**config.mk**
```make
export PLATFORM = sky130hd
export DESIGN_NAME = code_expander_flat
export DESIGN_NICKNAME = d
export VERILOG_FILES = /design/src/rtl/code_expander_if.sv /design/src/rtl/code_expander.sv /design/src/flat_wrapper.sv
export SDC_FILE = /design/constraint.sdc
export NUM_CORES = 1
export LEC_CHECK = 0
export CORE_MARGIN = 4
export CORE_UTILIZATION = 50
export CTS_CLUSTER_SIZE = 30
export DETAILED_ROUTE_END_ITERATION = 16
export PLACE_DENSITY = 0.77
export SLEW_MARGIN = 10
export SYNTH_ARGS = -nofsm -noshare
export SYNTH_HDL_FRONTEND = slang
export SYNTH_SLANG_ARGS = --single-unit
```
**constraint.sdc**
```tcl
create_clock -name clk -period 5.6 [get_ports clk]
set_input_delay 1.12 -clock clk [delete_from_list [all_inputs] [get_ports clk]]
set_output_delay 1.12 -clock clk [all_outputs]
set_load 0.01 [all_outputs]
```
**src/rtl/code_expander_if.sv**
```systemverilog
// code_expander_if
//   Handshake bundle between a code source, the code_expander and the
//   downstream vector consumer.
//   Signals:
//     in_valid / in_ready   : code offer / FIFO can accept
//     in_code, in_mode      : code to decode, 0 = one-hot, 1 = thermometer
//     out_valid / out_ready : decoded vector available / consumer takes it
//     out_vector            : decoded vector of the FIFO head entry
//     acc_clear             : synchronous clear of acc_vector
//     acc_vector            : OR of all emitted vectors since reset/clear
//     out_count             : emitted-vector count, modulo 2^CNT_W
//   Modports: master = source/consumer side, slave = code_expander side.
interface code_expander_if #(
   parameter int WIDTH_IN = 3,
   parameter int CNT_W    = 4
);
   localparam int OUT_W = 1 << WIDTH_IN;

   logic                in_valid;
   logic                in_ready;
   logic [WIDTH_IN-1:0] in_code;
   logic                in_mode;
   logic                out_valid;
   logic                out_ready;
   logic [OUT_W-1:0]    out_vector;
   logic                acc_clear;
   logic [OUT_W-1:0]    acc_vector;
   logic [CNT_W-1:0]    out_count;

   modport master (
      output in_valid, in_code, in_mode, out_ready, acc_clear,
      input  in_ready, out_valid, out_vector, acc_vector, out_count
   );

   modport slave (
      input  in_valid, in_code, in_mode, out_ready, acc_clear,
      output in_ready, out_valid, out_vector, acc_vector, out_count
   );
endinterface

```
**src/rtl/code_expander.sv**
```systemverilog
// code_expander
//   Receiving end of the priority-encoder path. Buffers {mode, code}
//   entries in a DEPTH-entry FIFO and emits each as a 2^WIDTH_IN-bit
//   one-hot or thermometer vector. Keeps a sticky OR of emitted vectors
//   and a wrapping count of them for loopback checking.
//   Ports:
//     clk   : rising-edge clock
//     reset : synchronous, active-high reset
//     bus   : code_expander_if slave modport (both handshakes, accumulator,
//             counter)
module code_expander #(
   parameter int WIDTH_IN = 3,
   parameter int DEPTH    = 4,
   parameter int CNT_W    = 4
) (
   input  logic            clk,
   input  logic            reset,
   code_expander_if.slave  bus
);
   localparam int OUT_W = 1 << WIDTH_IN;
   localparam int AW    = $clog2(DEPTH);

   typedef logic [WIDTH_IN:0] entry_t;   // {mode, code}

   entry_t           r_mem [DEPTH];
   logic [AW-1:0]    r_wr_ptr;
   logic [AW-1:0]    r_rd_ptr;
   logic [AW:0]      r_count;
   logic             r_full;
   logic [OUT_W-1:0] r_acc;
   logic [CNT_W-1:0] r_out_count;

   logic             w_push;
   logic             w_pop;
   logic             w_empty;
   logic [AW:0]      w_count_nxt;
   entry_t           w_head;
   logic [OUT_W-1:0] w_vec;

   assign w_empty = (r_count == '0);
   assign w_head  = r_mem[r_rd_ptr];

   // in_ready comes from registered full only, so out_ready never reaches it
   assign w_push  = bus.in_valid && !r_full;
   assign w_pop   = !w_empty && bus.out_ready;

   assign w_count_nxt = r_count + (AW+1)'(w_push) - (AW+1)'(w_pop);

   always_comb begin
      w_vec = '0;
      if (!w_empty) begin
         for (int unsigned i = 0; i < OUT_W; i++) begin
            if (w_head[WIDTH_IN])
               w_vec[i] = (i <= 32'(w_head[WIDTH_IN-1:0]));
            else
               w_vec[i] = (i == 32'(w_head[WIDTH_IN-1:0]));
         end
      end
   end

   always_ff @(posedge clk) begin
      if (w_push && !reset)
         r_mem[r_wr_ptr] <= {bus.in_mode, bus.in_code};
   end

   always_ff @(posedge clk) begin
      if (reset) begin
         r_wr_ptr    <= '0;
         r_rd_ptr    <= '0;
         r_count     <= '0;
         r_full      <= 1'b0;
         r_acc       <= '0;
         r_out_count <= '0;
      end else begin
         if (w_push)
            r_wr_ptr <= r_wr_ptr + AW'(1);
         if (w_pop) begin
            r_rd_ptr    <= r_rd_ptr + AW'(1);
            r_out_count <= r_out_count + CNT_W'(1);
         end
         r_count <= w_count_nxt;
         r_full  <= (w_count_nxt == (AW+1)'(DEPTH));
         // clear takes effect before the OR of a same-cycle transfer
         if (bus.acc_clear)
            r_acc <= w_pop ? w_vec : '0;
         else if (w_pop)
            r_acc <= r_acc | w_vec;
      end
   end

   assign bus.in_ready   = !r_full;
   assign bus.out_valid  = !w_empty;
   assign bus.out_vector = w_vec;
   assign bus.acc_vector = r_acc;
   assign bus.out_count  = r_out_count;
endmodule

```
**src/flat_wrapper.sv**
```systemverilog
// flat-port wrapper written by rule: the top's interface ports become plain ports
module code_expander_flat 
#(
   parameter int WIDTH_IN = 3,
   parameter int DEPTH    = 4,
   parameter int CNT_W    = 4
)
  (clk, reset, bus_in_valid, bus_in_code, bus_in_mode, bus_out_ready, bus_acc_clear, bus_in_ready, bus_out_valid, bus_out_vector, bus_acc_vector, bus_out_count);
  code_expander_if #(.WIDTH_IN(WIDTH_IN), .CNT_W(CNT_W)) bus_i ();
  input  logic clk;
  input  logic reset;
  input wire logic [$bits(bus_i.in_valid)-1:0] bus_in_valid;
  input wire logic [$bits(bus_i.in_code)-1:0] bus_in_code;
  input wire logic [$bits(bus_i.in_mode)-1:0] bus_in_mode;
  input wire logic [$bits(bus_i.out_ready)-1:0] bus_out_ready;
  input wire logic [$bits(bus_i.acc_clear)-1:0] bus_acc_clear;
  output wire logic [$bits(bus_i.in_ready)-1:0] bus_in_ready;
  output wire logic [$bits(bus_i.out_valid)-1:0] bus_out_valid;
  output wire logic [$bits(bus_i.out_vector)-1:0] bus_out_vector;
  output wire logic [$bits(bus_i.acc_vector)-1:0] bus_acc_vector;
  output wire logic [$bits(bus_i.out_count)-1:0] bus_out_count;
  assign bus_i.in_valid = bus_in_valid;
  assign bus_i.in_code = bus_in_code;
  assign bus_i.in_mode = bus_in_mode;
  assign bus_i.out_ready = bus_out_ready;
  assign bus_i.acc_clear = bus_acc_clear;
  assign bus_in_ready = bus_i.in_ready;
  assign bus_out_valid = bus_i.out_valid;
  assign bus_out_vector = bus_i.out_vector;
  assign bus_acc_vector = bus_i.acc_vector;
  assign bus_out_count = bus_i.out_count;
  code_expander #(.WIDTH_IN(WIDTH_IN), .DEPTH(DEPTH), .CNT_W(CNT_W)) u_core (.clk(clk), .reset(reset), .bus(bus_i));
endmodule
```
==> metrics.md <==
| Metric | Value |
|---|---|
| Final Hold Viols | 0 |
| Final worst-path cycle share | 0.641 |
| Multi-input logic area | roughly 650 um^2 |
| CP max FO | 7 |
| P&R area growth vs syn | 24.3% |
| Tot Pwr | 0.894 mW |
| Number of port buffers | 30 |
| Static Leak | 0.750 nW |
| Htree depth | 2 |
| Clock Tree Root | clkbuf_4 |
| Internal cell power | 0.581 mW |
| Yosys reg bits | 38 |
| Skew final | 0.00503 ns |
| Vias in the first global route | 1127 |
| Worst-Margin Slew | around 0.76 ns |
| Die ar. | 4240 um^2 |
| # rows | 20 |
| Synth Warn # | 0 |
| Post-Route Setup TNS | 0 ns |
| DR WL/cell | 13.2 um |
| Design area | 2030 um^2 |
| Post-CTS resize count | 0 |
| First-pass GRT wire length | 4950 um |
| Die Height | 65.1 um |
| Post-CTS Setup Repair Bufs | 0 |
| Ports | 31 |
| Seq pwr share | 0.416 |
| Initial antenna violation count | 0 |
| Synth cell types | 34 |
| WL final | 2920 um |
| DRT iter0 DRCs | 74 |
| Initial core utilization | 0.530 |
| Pre-Repair DR Iteration Count | 4 |
| Residual DRC | 0 |
| Buffer depth of the longest clock path | 2 |
| Reg area | 921 um^2 |
| Clock share of power | 0.150 |
| Commonest non-fill, non-tap cell in the layout | clkdlybuf4s50_1 |
| Routability congestion estimate | 0.925 |
| Final min period | 3.59 ns |
| Layout cell share with drive strength beyond 1 | 0.0847 |
| Max-cap violations | 0 |
| Clk sinks | 38 |
| P_sw | 0.313 mW |
| CP Data Required Time | roughly 4.5 ns |
| Die X | 65.1 um |
| Grt ovf | 0 |
| Mean area per synthesized cell | 11.5 um^2 |
| Mapped cell area | 1630 um^2 |
| Hold Path Class | reg2reg |
| CP arrival | 2.47 ns |
| Mean number of vias per cell | about 5.0 |
| RSZ-0062 raised after global routing | no |
| Dpl cell area | approximately 2000 um^2 |
| Outcome | completed |
| Comb power frac | 0.434 |
| Count of final max-slew check failures | 0 |
| Post-Synthesis Cells | 142 |
| CTS hold repair buffers | 0 |
| Setup CP Type | reg2out |
| Via count | 1112 |
| Number of diodes | 0 |
| Switching share of power | 0.350 |
| Commonest cells after routing, fill and taps aside | clkdlybuf4s50_1 (30), nor2_1 (25), dfxtp_1 (22) |
| Worst skew pair latency | 0.33 ns |
| Largest net degree at the start of global routing | 23 |
| Maximum VDD drop | 0.000206 V |
| Gr usage total | 0.155 |
| Post-DP HPWL | 2220 um |
| Core Area | 3080 um^2 |
| Nets@finish | 193 |
| PD cells | 441 nW/um^2 |
| Slew HR | 0.490 |
| Num CTS Buffers | 5 |
| Clock slew at reported path FFs | approximately 0.11 ns |
| Syn Nets | 159 |
| Fill cells | about 260 |
| CTS tree | yes |
| F_max | 0.279 GHz |
| Startpoint Class | flop |
| Setup violators final | 0 |
| Worst setup EP type | output port |
| Post-DRT Antenna Nets | 0 |
| Seq/Total Area, Yosys | 0.564 |
==> power groups by stage <==
| stage | logic, mW | clock network (mW) | registers, mW |
|---|---|---|---|
| floorplan | 0.241 | 0 | 0.377 |
| global placement | 0.377 | 0 | 0.376 |
| detailed placement | 0.390 | 0 | 0.379 |
| CTS | 0.391 | 0.139 | 0.373 |
| global route | 0.431 | 0.149 | 0.380 |
| finish | 0.388 | 0.134 | 0.372 |
==> Yosys cell counts, drive strengths merged <==
cell / instances / area (um^2)
xor2: 3 / 26.3
o21ai: 5 / 28.8
dfxtp: 22 / 440
nand3b: 1 / 7.51
a21o: 1 / 7.51
fa: 1 / 20.0
and2: 4 / 25.0
edfxtp: 16 / 480
inv: 12 / 45.0
mux2: 1 / 15.0
or2: 1 / 6.26
nor2b: 4 / 25.0
nor3: 3 / 20.0
nor4: 1 / 6.26
mux2i: 3 / 30.0
nand2: 11 / 48.8
clkbuf: 2 / 7.51
o32ai: 2 / 17.5
buf: 1 / 5.00
mux4: 4 / 93.8
nand2b: 1 / 6.26
nor2: 26 / 105
ha: 7 / 87.6
a21oi: 2 / 10.0
nand4: 1 / 6.26
o31a: 1 / 8.76
xnor2: 5 / 43.8
a2bb2oi: 1 / 8.76
==> cell families after synthesis <==
kind of cell / Yosys count / share of synthesized area
simple gates: 53 / 0.157
flops: 38 / 0.564
buf+inv: 15 / 0.0352
compound gates: 12 / 0.0498
xor+xnor: 8 / 0.0429
mux: 8 / 0.0851
fa+ha+maj: 8 / 0.0659
==> area by class of cell <==
type	count	share of cell area
clock inverter	3	0.00801
timing repair buffer	30	0.148
multi-input combinational	89	0.322
clock buffer	5	0.0185
tap	44	0.0271
sequential	38	0.454
inverter	12	0.0222
==> stage by stage <==
step / util / hold slack, ns / instances / worst slack, ns
3_3_place_gp: 0.642 / 0.437 / 213 / 2.29
6_report: 0.659 / 0.462 / 221 / 2.01
2_1_floorplan: - / 0.473 / 142 / 2.85
3_5_place_dp: 0.642 / 0.442 / 213 / 2.20
4_1_cts: 0.659 / 0.468 / 221 / 2.00
5_1_grt: 0.659 / 0.487 / 221 / 1.84
==> routing by layer <==
layer | part of all wire | GRT usage
met5 | 0 | 0
met4 | 0.015 | 0.0596
met3 | 0.072 | 0.0564
met2 | 0.50 | 0.269
met1 | 0.41 | 0.173
==> worst max-delay path: stages (launching register included) <==
cell	delay, ns
dfxtp_1	0.48
mux4_2	0.68
nor2_4	0.16
mux2i_1	0.24
nor2_1	0.06
clkdlybuf4s50_1	0.50
==> worst paths after layout <==
check | to | startpoint | depth (start not counted) | slack (ns)
max | bus_out_vector[1] | flop | 5 | 2.01
min | u_core.bus.acc_vector[1]$_SDFFE_PP0P_ | u_core.bus.acc_vector[1]$_SDFFE_PP0P_ | 2 | 0.46
min reg2reg | u_core.bus.acc_vector[1]$_SDFFE_PP0P_ | u_core.bus.acc_vector[1]$_SDFFE_PP0P_ | 2 | 0.46
max reg2reg | u_core.r_full$_SDFF_PP0_ | u_core.r_count[1]$_SDFF_PP0_ | 8 | 3.31
==> flip-flops by register name (all words and copies together), names as in the netlist, named ones only <==
signal	cells
u_core.bus.out_count	4
u_core.r_rd_ptr	2
u_core.bus.acc_vector	8
u_core.r_full	1
u_core.r_mem	16
u_core.r_wr_ptr	2
u_core.r_count	3
Power figures use the tool's default switching activity.
